**config.mk**
```make
export PLATFORM = sky130hd
export DESIGN_NAME = regfile_wb_queue
export DESIGN_NICKNAME = d
export VERILOG_FILES = /design/src/rtl/regfile_wb_queue.sv
export SDC_FILE = /design/constraint.sdc
export NUM_CORES = 1
export LEC_CHECK = 0
export ABC_AREA = 1
export CORE_MARGIN = 3
export CORE_UTILIZATION = 37
export DETAILED_ROUTE_END_ITERATION = 10
export PLACE_DENSITY = 0.6
export SLEW_MARGIN = 5
export SYNTH_ARGS = -nofsm -noshare
export SYNTH_HDL_FRONTEND = slang
export SYNTH_SLANG_ARGS = --single-unit
```
**constraint.sdc**
```tcl
create_clock -name clk -period 3.18 [get_ports clk]
set_clock_uncertainty 0.2 [all_clocks]
set_input_delay 0.954 -clock clk [delete_from_list [all_inputs] [get_ports clk]]
set_output_delay 0.954 -clock clk [all_outputs]
set_load 0.02 [all_outputs]
```
**src/rtl/regfile_wb_queue.sv**
```systemverilog
// regfile_wb_queue: FIFO of pending register-file writebacks drained into a registered write port.
// Stored and in-flight destinations are exposed as read-after-write hazards.
module regfile_wb_queue #(
    parameter int DEPTH = 4,
    parameter int AW = 2
) (
    input  logic          clk,
    input  logic          rst,
    input  logic          in_valid,
    output logic          in_ready,
    input  logic [4:0]    in_rd,
    input  logic [31:0]   in_data,
    input  logic          drain_stall,
    output logic          wr_en,
    output logic [4:0]    wr_rd,
    output logic [31:0]   wr_data,
    input  logic [4:0]    chk_rs1,
    input  logic [4:0]    chk_rs2,
    output logic          hazard1,
    output logic          hazard2,
    output logic [AW:0]   count,
    output logic          empty,
    output logic          full
);
    logic [4:0]       rd_q   [DEPTH];
    logic [31:0]      data_q [DEPTH];
    logic [AW-1:0]    wptr_q, rptr_q;
    logic [AW:0]      count_q, count_d;
    logic             wr_en_q;
    logic [4:0]       wr_rd_q;
    logic [31:0]      wr_data_q;
    logic             enq, pop;
    logic [DEPTH-1:0] hit1, hit2;

    assign full     = count_q == (AW+1)'(DEPTH);
    assign empty    = count_q == '0;
    assign in_ready = !full;
    // rd=0 is a discarded writeback: handshake accepted, nothing stored
    assign enq      = in_valid && in_ready && in_rd != '0;
    assign pop      = !empty && !drain_stall;
    assign count_d  = count_q + {{AW{1'b0}}, enq} - {{AW{1'b0}}, pop};

    assign count   = count_q;
    assign wr_en   = wr_en_q;
    assign wr_rd   = wr_rd_q;
    assign wr_data = wr_data_q;

    for (genvar g = 0; g < DEPTH; g++) begin : g_ent
        logic occ;
        // slot is live when its distance from the read pointer is below count
        assign occ     = {1'b0, AW'(g) - rptr_q} < count_q;
        assign hit1[g] = occ && rd_q[g] == chk_rs1;
        assign hit2[g] = occ && rd_q[g] == chk_rs2;
    end

    assign hazard1 = chk_rs1 != '0 && (|hit1 || (wr_en_q && wr_rd_q == chk_rs1));
    assign hazard2 = chk_rs2 != '0 && (|hit2 || (wr_en_q && wr_rd_q == chk_rs2));

    always_ff @(posedge clk) begin
        if (enq) begin
            rd_q[wptr_q]   <= in_rd;
            data_q[wptr_q] <= in_data;
        end
    end

    always_ff @(posedge clk) begin
        if (rst) begin
            count_q   <= '0;
            wptr_q    <= '0;
            rptr_q    <= '0;
            wr_en_q   <= 1'b0;
            wr_rd_q   <= '0;
            wr_data_q <= '0;
        end else begin
            count_q <= count_d;
            wr_en_q <= pop;
            if (enq) wptr_q <= wptr_q + AW'(1);
            if (pop) begin
                rptr_q    <= rptr_q + AW'(1);
                wr_rd_q   <= rd_q[rptr_q];
                wr_data_q <= data_q[rptr_q];
            end
        end
    end
endmodule

```
== After elaboration in Yosys (flattened, before gate mapping) ==
Memories as Yosys holds them, arrays and structs flattened. A register that Yosys moved wholly into a read port is not among the register bits.
Cells that the tools add are included.
Cells by class
  div/mod/pow operators: 0
  reduce and logical (&&, ||, !) cells: 26
  shift-type cells: 0
  $add $sub $neg: 8
  order comparisons: 4
  $mul: 0
  bitwise logic cells: 0
  multiplexer cells: 2
  eq/ne operators: 11
Operators by type and width (number)
  5-bit equality test: 10
  1-bit logical AND: 15
  5-bit nonzero test: 3
  2-bit by 3-bit less-than comparator with 1-bit output: 4
  4-bit OR reduction: 2
  2-bit by 1-bit adder with 2-bit output (second input constant): 2
  1-bit by 2-bit subtractor with 2-bit output (first input constant): 2
  2-bit subtractor (first input constant): 2
  3-bit by 1-bit adder with 3-bit output: 1
  3-bit equality test (second input constant): 1
  1-bit logical NOT: 3
  3-bit logical NOT: 1
  3-bit by 1-bit subtractor with 3-bit output: 1
  1-bit logical OR: 2
  1-bit two-way mux: 2
Storage, ports and cells
  ROM bits: 0
  register bits: 8
  memories kept: 2
  bits in latches: 0
  logic and storage cells: 57
  RAM bits: 148
  input bits: 51
  output and inout port bits: 46
Memory list
  data_q: depth 4, width 32, rd ports 1, clocked after memory_dff 1, write ports 1, line 26  | logic [31:0] data_q [DEPTH];
  rd_q: depth 4, width 5, rd ports 5, clocked after memory_dff 1, write ports 1, line 25  | logic [4:0] rd_q [DEPTH];

== Depth between registers and ports, before layout ==
  depth in word-level cells: 6
  gate-level depth with buffers: 14
  mapped depth without buffers: 13

== Worst setup path after synthesis ==
Ideal clock, no wire load.
  path kind: flip-flop to flip-flop
  start point: register count_q[1], in the netlist count[1]
  end point: memory data_q[0][0] (enable)
  path slack: -0.322 ns
  data required time: 2.549 ns
  arrival time: 2.871 ns
  stages on the path, launching flop included: 7
  period minus slack after synthesis: 3.502 ns
  setup time: 0.431 ns
  path buffers: 0
  path through: dfxtp_1 -> inv_1 -> nand2_1 -> nor2_1 -> inv_1 -> nand3_4 -> nor2_1
Between the ends
  longest elaborated chain between the ends: 6
Ends and longest elaborated chain
  from (decl): line 28  | logic [AW:0] count_q, count_d;
  from (signal assigned): line 75  | count_q <= count_d;
  3-bit equality test: line 35  | assign full = count_q == (AW+1)'(DEPTH);
  named net full: line 23  | output logic full
  1-bit logical NOT: line 37  | assign in_ready = !full;
  named net in_ready: line 10  | output logic in_ready,
  1-bit logical AND (2 in a row): line 39  | assign enq = in_valid && in_ready && in_rd != '0;
  1-bit two-way mux: line 60  | if (enq) begin
  1-bit two-way mux (implied by the code): line 62  | data_q[wptr_q] <= in_data;
  to (decl): line 26
The timed path passes the listed nets, and every way through them passes these cells.

== Worst setup path in the final report ==
  start point: input chk_rs2[4]
  end point: output hazard2
Between the ends
  longest elaborated chain between the ends: 5
  elaborated cells on any way between the ends: 14
  those cells by class: eq/ne: 5; reduce/logical: 9
Ends and longest elaborated chain
  from (decl): line 18  | input logic [4:0] chk_rs2,
  5-bit equality test: line 53  | assign hit2[g] = occ && rd_q[g] == chk_rs2;
  1-bit logical AND: line 53
  4-bit OR reduction: line 57  | assign hazard2 = chk_rs2 != '0 && (|hit2 || (wr_en_q && wr_rd_q == chk_rs2));
  1-bit logical OR: line 57
  1-bit logical AND *: line 57
  to (decl): line 20  | output logic hazard2,
Mark *: on every way between the ends. The rest lies on a longest branch, timed or not.

==> run_results.csv <==
group,metric,value,unit
synth,syn_nets,702,
setup_path,critPathSlowestCell,"dlygate4sd2_1",
clock_network,cts_tree,"yes",
die,io_pins,97,
timing,fin_crit,3.222,ns
timing,timing.hold.ws,0.3370,ns
synth,synth.top_cell.area_share,0.5609,
clock_network,cts.sinks,193,
pwr,clockPowerShare,0.273,
setup_path,critPathKind,"primary input to output port",
cells_and_area,final_cells,1030,
run,cap_viol_max_count,0,
run_status,violations,"negative setup slack",
drt,first_pass_iters,4,
clock_network,cts_made_buffers,17,
cells_and_area,final_nets,809,
setup_path,critPathLaunchType,"primary input",
pwr,peakVddDrop,0.4346,mV
synth,ys_seq_area_frac,0.6746,
pwr,p_sw,2.768,mW
cells_and_area,multi_input_area,2332,µm²
pwr,combPwrFrac,0.313,
place,numPortBuffers,96,
clock_network,clk_pin_slew_worst_paths,0.07,ns
setup_path,r2r_start,"count[1]",
clock_network,clkLatencyLatePin,0.43,ns
timing,drv_slew,0,
drt,routed_wl,20220,µm
pwr,swShare,0.3417,
drt,top_layer_used,"met4",
setup_path,crit_top_cell,"nor2_1",
setup_path,worstPathRequired,2.03,ns
global_route,grt_max_degree,79,
clock_network,cts_max_level,4,
synth,synth_cell_type_count,29,
die,die_x,152.3,µm
drt,drt-met1-wl,9005,µm
drt,drc_errors,0,
hold_path,hp-start,"wr_data[25]",
place,post-dp-hpwl,12210,µm
setup_path,path_cells,"dlygate4sd2_1 -> buf_6 -> xnor2_2 -> nand2_1 -> nor2_1 -> nand3_1 -> nand3_1 -> nor2_1 -> nor2_1 -> buf_4",
timing,worst_slew_pin_slew,0.8438,ns
global_route,grt_pass1_vias,5717,
setup_path,cp.arrival,2.07,ns
setup_path,critPathMaxFanout,6,
timing,rsz0062_at_grt,"true",
global_route,overflow,0,
die,start_util,0.3842,
setup_path,startpoint,"chk_rs2[4]",
hold_path,hp-class,"flop to flop",
drt,viasPerCell,5.265,
die,dieHeight,152.3,µm
synth,syn-cell-area,7924,µm²
drt,wl_per_cell,19.63,µm
die,coreArea,20620,µm²
drt,wl_met2,9946,µm
cells_and_area,area_delta_synth_final,27.46,%
cells_and_area,fin_area,10100,µm²
cells_and_area,diodes,0,
pwr,p_int,5.333,mW
die,die-area,23210,µm²
clock_network,root_buffer,"clkbuf_16",
timing,setup_ws,-0.04246,ns
setup_path,crit_path_end_kind,"output port",
global_route,grt_usage,0.1751,
timing,hold_viol,0,
synth,synth.area.top_cells,"edfxtp_1 56%, dfxtp_1 11%, nand3_1 5.2%",
drt,first_iter_violations,470,
global_route,grt_pass1_wl,31690,µm
place,placed_cell_area,9343,µm²
pwr,p_leak,3.537,nW
drt,met3_length,1000,µm
place,dp.cells,995,
cells_and_area,drive_above_1_share,0.1500,
setup_path,rrSetupSlack,0.85,ns
timing,fmax,310.3,MHz
drt,vias,5423,
run_status,status,"finished, violations left",
setup_path,cp_top_family,"buffers and inverters",
setup_path,slowest_delay,0.24,ns
place,place_congestion,0.8452,
synth,synth_cells,640,
synth,ys_ff_latch,193,
pwr,pwr-share-seq,0.413,
clock_network,clk_path_buf_depth,2,
synth,avgSynthCellArea,12.38,µm²
cells_and_area,fillers,1822,
timing,maxSlewHeadroom,0.4366,
pwr,power.density,802.1,nW/µm²
cells_and_area,register_area,5348,µm²
die,rows,52,
synth,yosysTopAreaCell,"edfxtp_1",
timing,finalCritPeriodShare,1.013,
timing,setup_violations,2,
synth,yosysWarnings,0,
setup_path,path_buf_inv,3,
drt,postRouteAntennaNets,0,
clock_network,cts_hold_buf,0,
global_route,grt_antenna_before_repair,0,
area by class of cell:
class	count	area share
repair buffers	134	0.1306
clock buffers	18	0.04249
clock inverters	14	0.01834
flip-flops and latches	193	0.5295
inverters	39	0.01474
well taps	270	0.03345
multi-input cells	362	0.2309
power by group through the flow:
stage / clock [mW] / combinational (mW) / sequential [mW]
2_1_floorplan: 0 / 1.22 / 3.56
4_1_cts: 2.26 / 2.53 / 3.35
3_5_place_dp: 0 / 2.45 / 3.39
3_3_place_gp: 0 / 2.41 / 3.38
6_report: 2.21 / 2.54 / 3.35
5_1_grt: 2.36 / 2.78 / 3.39
sequential cells by signal (all words and copies together), names as in the netlist:
name     flops
count        3
wr_en        1
wr_rd        5
wr_data     32
wptr_q       2
rptr_q       2
rd_q        20
data_q     128
logic make-up (layout without fill, tap and decap cells):
| group | after synthesis | in the layout | share of synthesized area |
|---|---|---|---|
| DFF | 193 | 193 | 0.6746 |
| adders and majority gates | 11 | 11 | 0.01832 |
| and+or+nand+nor | 184 | 184 | 0.1063 |
| xor gates and xnor gates | 36 | 36 | 0.03979 |
| buffers and inverters | 85 | 205 | 0.04895 |
| AOI/OAI and AO/OA | 131 | 131 | 0.1121 |
worst register-to-register path: cells and delay by family, from the launching register on:
| family | cells | cell delay (ns) |
|---|---|---|
| simple gates | 3 | 0.21 |
| fa+ha+maj | 3 | 0.82 |
| compound gates | 2 | 0.21 |
| buf+inv | 5 | 0.47 |
| flops | 1 | 0.35 |
synthesized netlist by cell type:
cell,number
nand3_1,83
nor2_4,1
o21ai_0,41
xnor2_1,14
inv_2,1
buf_4,4
nor3_1,7
nor3_4,1
fa_1,1
clkbuf_1,9
nor2_1,33
inv_1,38
a22oi_1,37
o21ai_1,4
nand3_4,1
o22ai_1,2
ha_1,10
buf_2,30
a31oi_1,2
clkbuf_2,1
and3_1,1
a41oi_1,36
a21oi_1,9
xor2_1,22
buf_6,2
nand2_1,56
edfxtp_1,148
nor2_2,1
dfxtp_1,45
final timing paths:
path                 endpoint  cells past startpoint
setup / recovery      hazard2                     10
hold / removal    wr_data[25]                      2
setup reg to reg     count[2]                     13
hold reg to reg   wr_data[25]                      2
cells in the final DEF (no fill, tap or decap), drive strengths merged:
| cell type | netlist | layout |
|---|---|---|
| dlygate4sd2 | 0 | 1 |
| and3 | 1 | 1 |
| clkdlybuf4s15 | 0 | 8 |
| dfxtp | 45 | 45 |
| a31oi | 2 | 2 |
| edfxtp | 148 | 148 |
| a21oi | 9 | 9 |
| nor3 | 8 | 8 |
| ha | 10 | 10 |
| dlymetal6s2s | 0 | 2 |
| o22ai | 2 | 2 |
| a41oi | 36 | 36 |
| inv | 39 | 50 |
| bufinv | 0 | 2 |
| xor2 | 22 | 22 |
| nand2 | 56 | 56 |
| a22oi | 37 | 37 |
| clkdlybuf4s50 | 0 | 82 |
| nor2 | 35 | 35 |
| xnor2 | 14 | 14 |
| nand3 | 84 | 84 |
| clkbuf | 10 | 18 |
| clkinv | 0 | 1 |
| fa | 1 | 1 |
| buf | 36 | 41 |
| o21ai | 45 | 45 |
metal layers:
layer / global-route usage / vias to the layer above
met5: 0 / -
met4: 0.05522 / 0
met3: 0.03976 / 19
met2: 0.2947 / 135
met1: 0.2262 / 2696
li1: - / 2573
metrics by stage:
stage	setup TNS, ns	setup WS (ns)	util	total power, mW
detailed placement	-1.778	-0.8993	0.4530	5.842
global placement	-1.786	-0.9095	0.4530	5.788
finish	-0.07704	-0.04246	0.4897	8.101
floorplan	-47.71	-0.3224	-	4.785
global route	-0.3354	-0.2146	0.4897	8.527
CTS	-0.1070	-0.05502	0.4877	8.129
timing repair:
item                                    CTS  global route
endpoints found under the setup margin    2             4
gates resized for setup                  57            11
buffers inserted                          2             1
pin swaps                                13            11
Power figures use the tool's default switching activity.
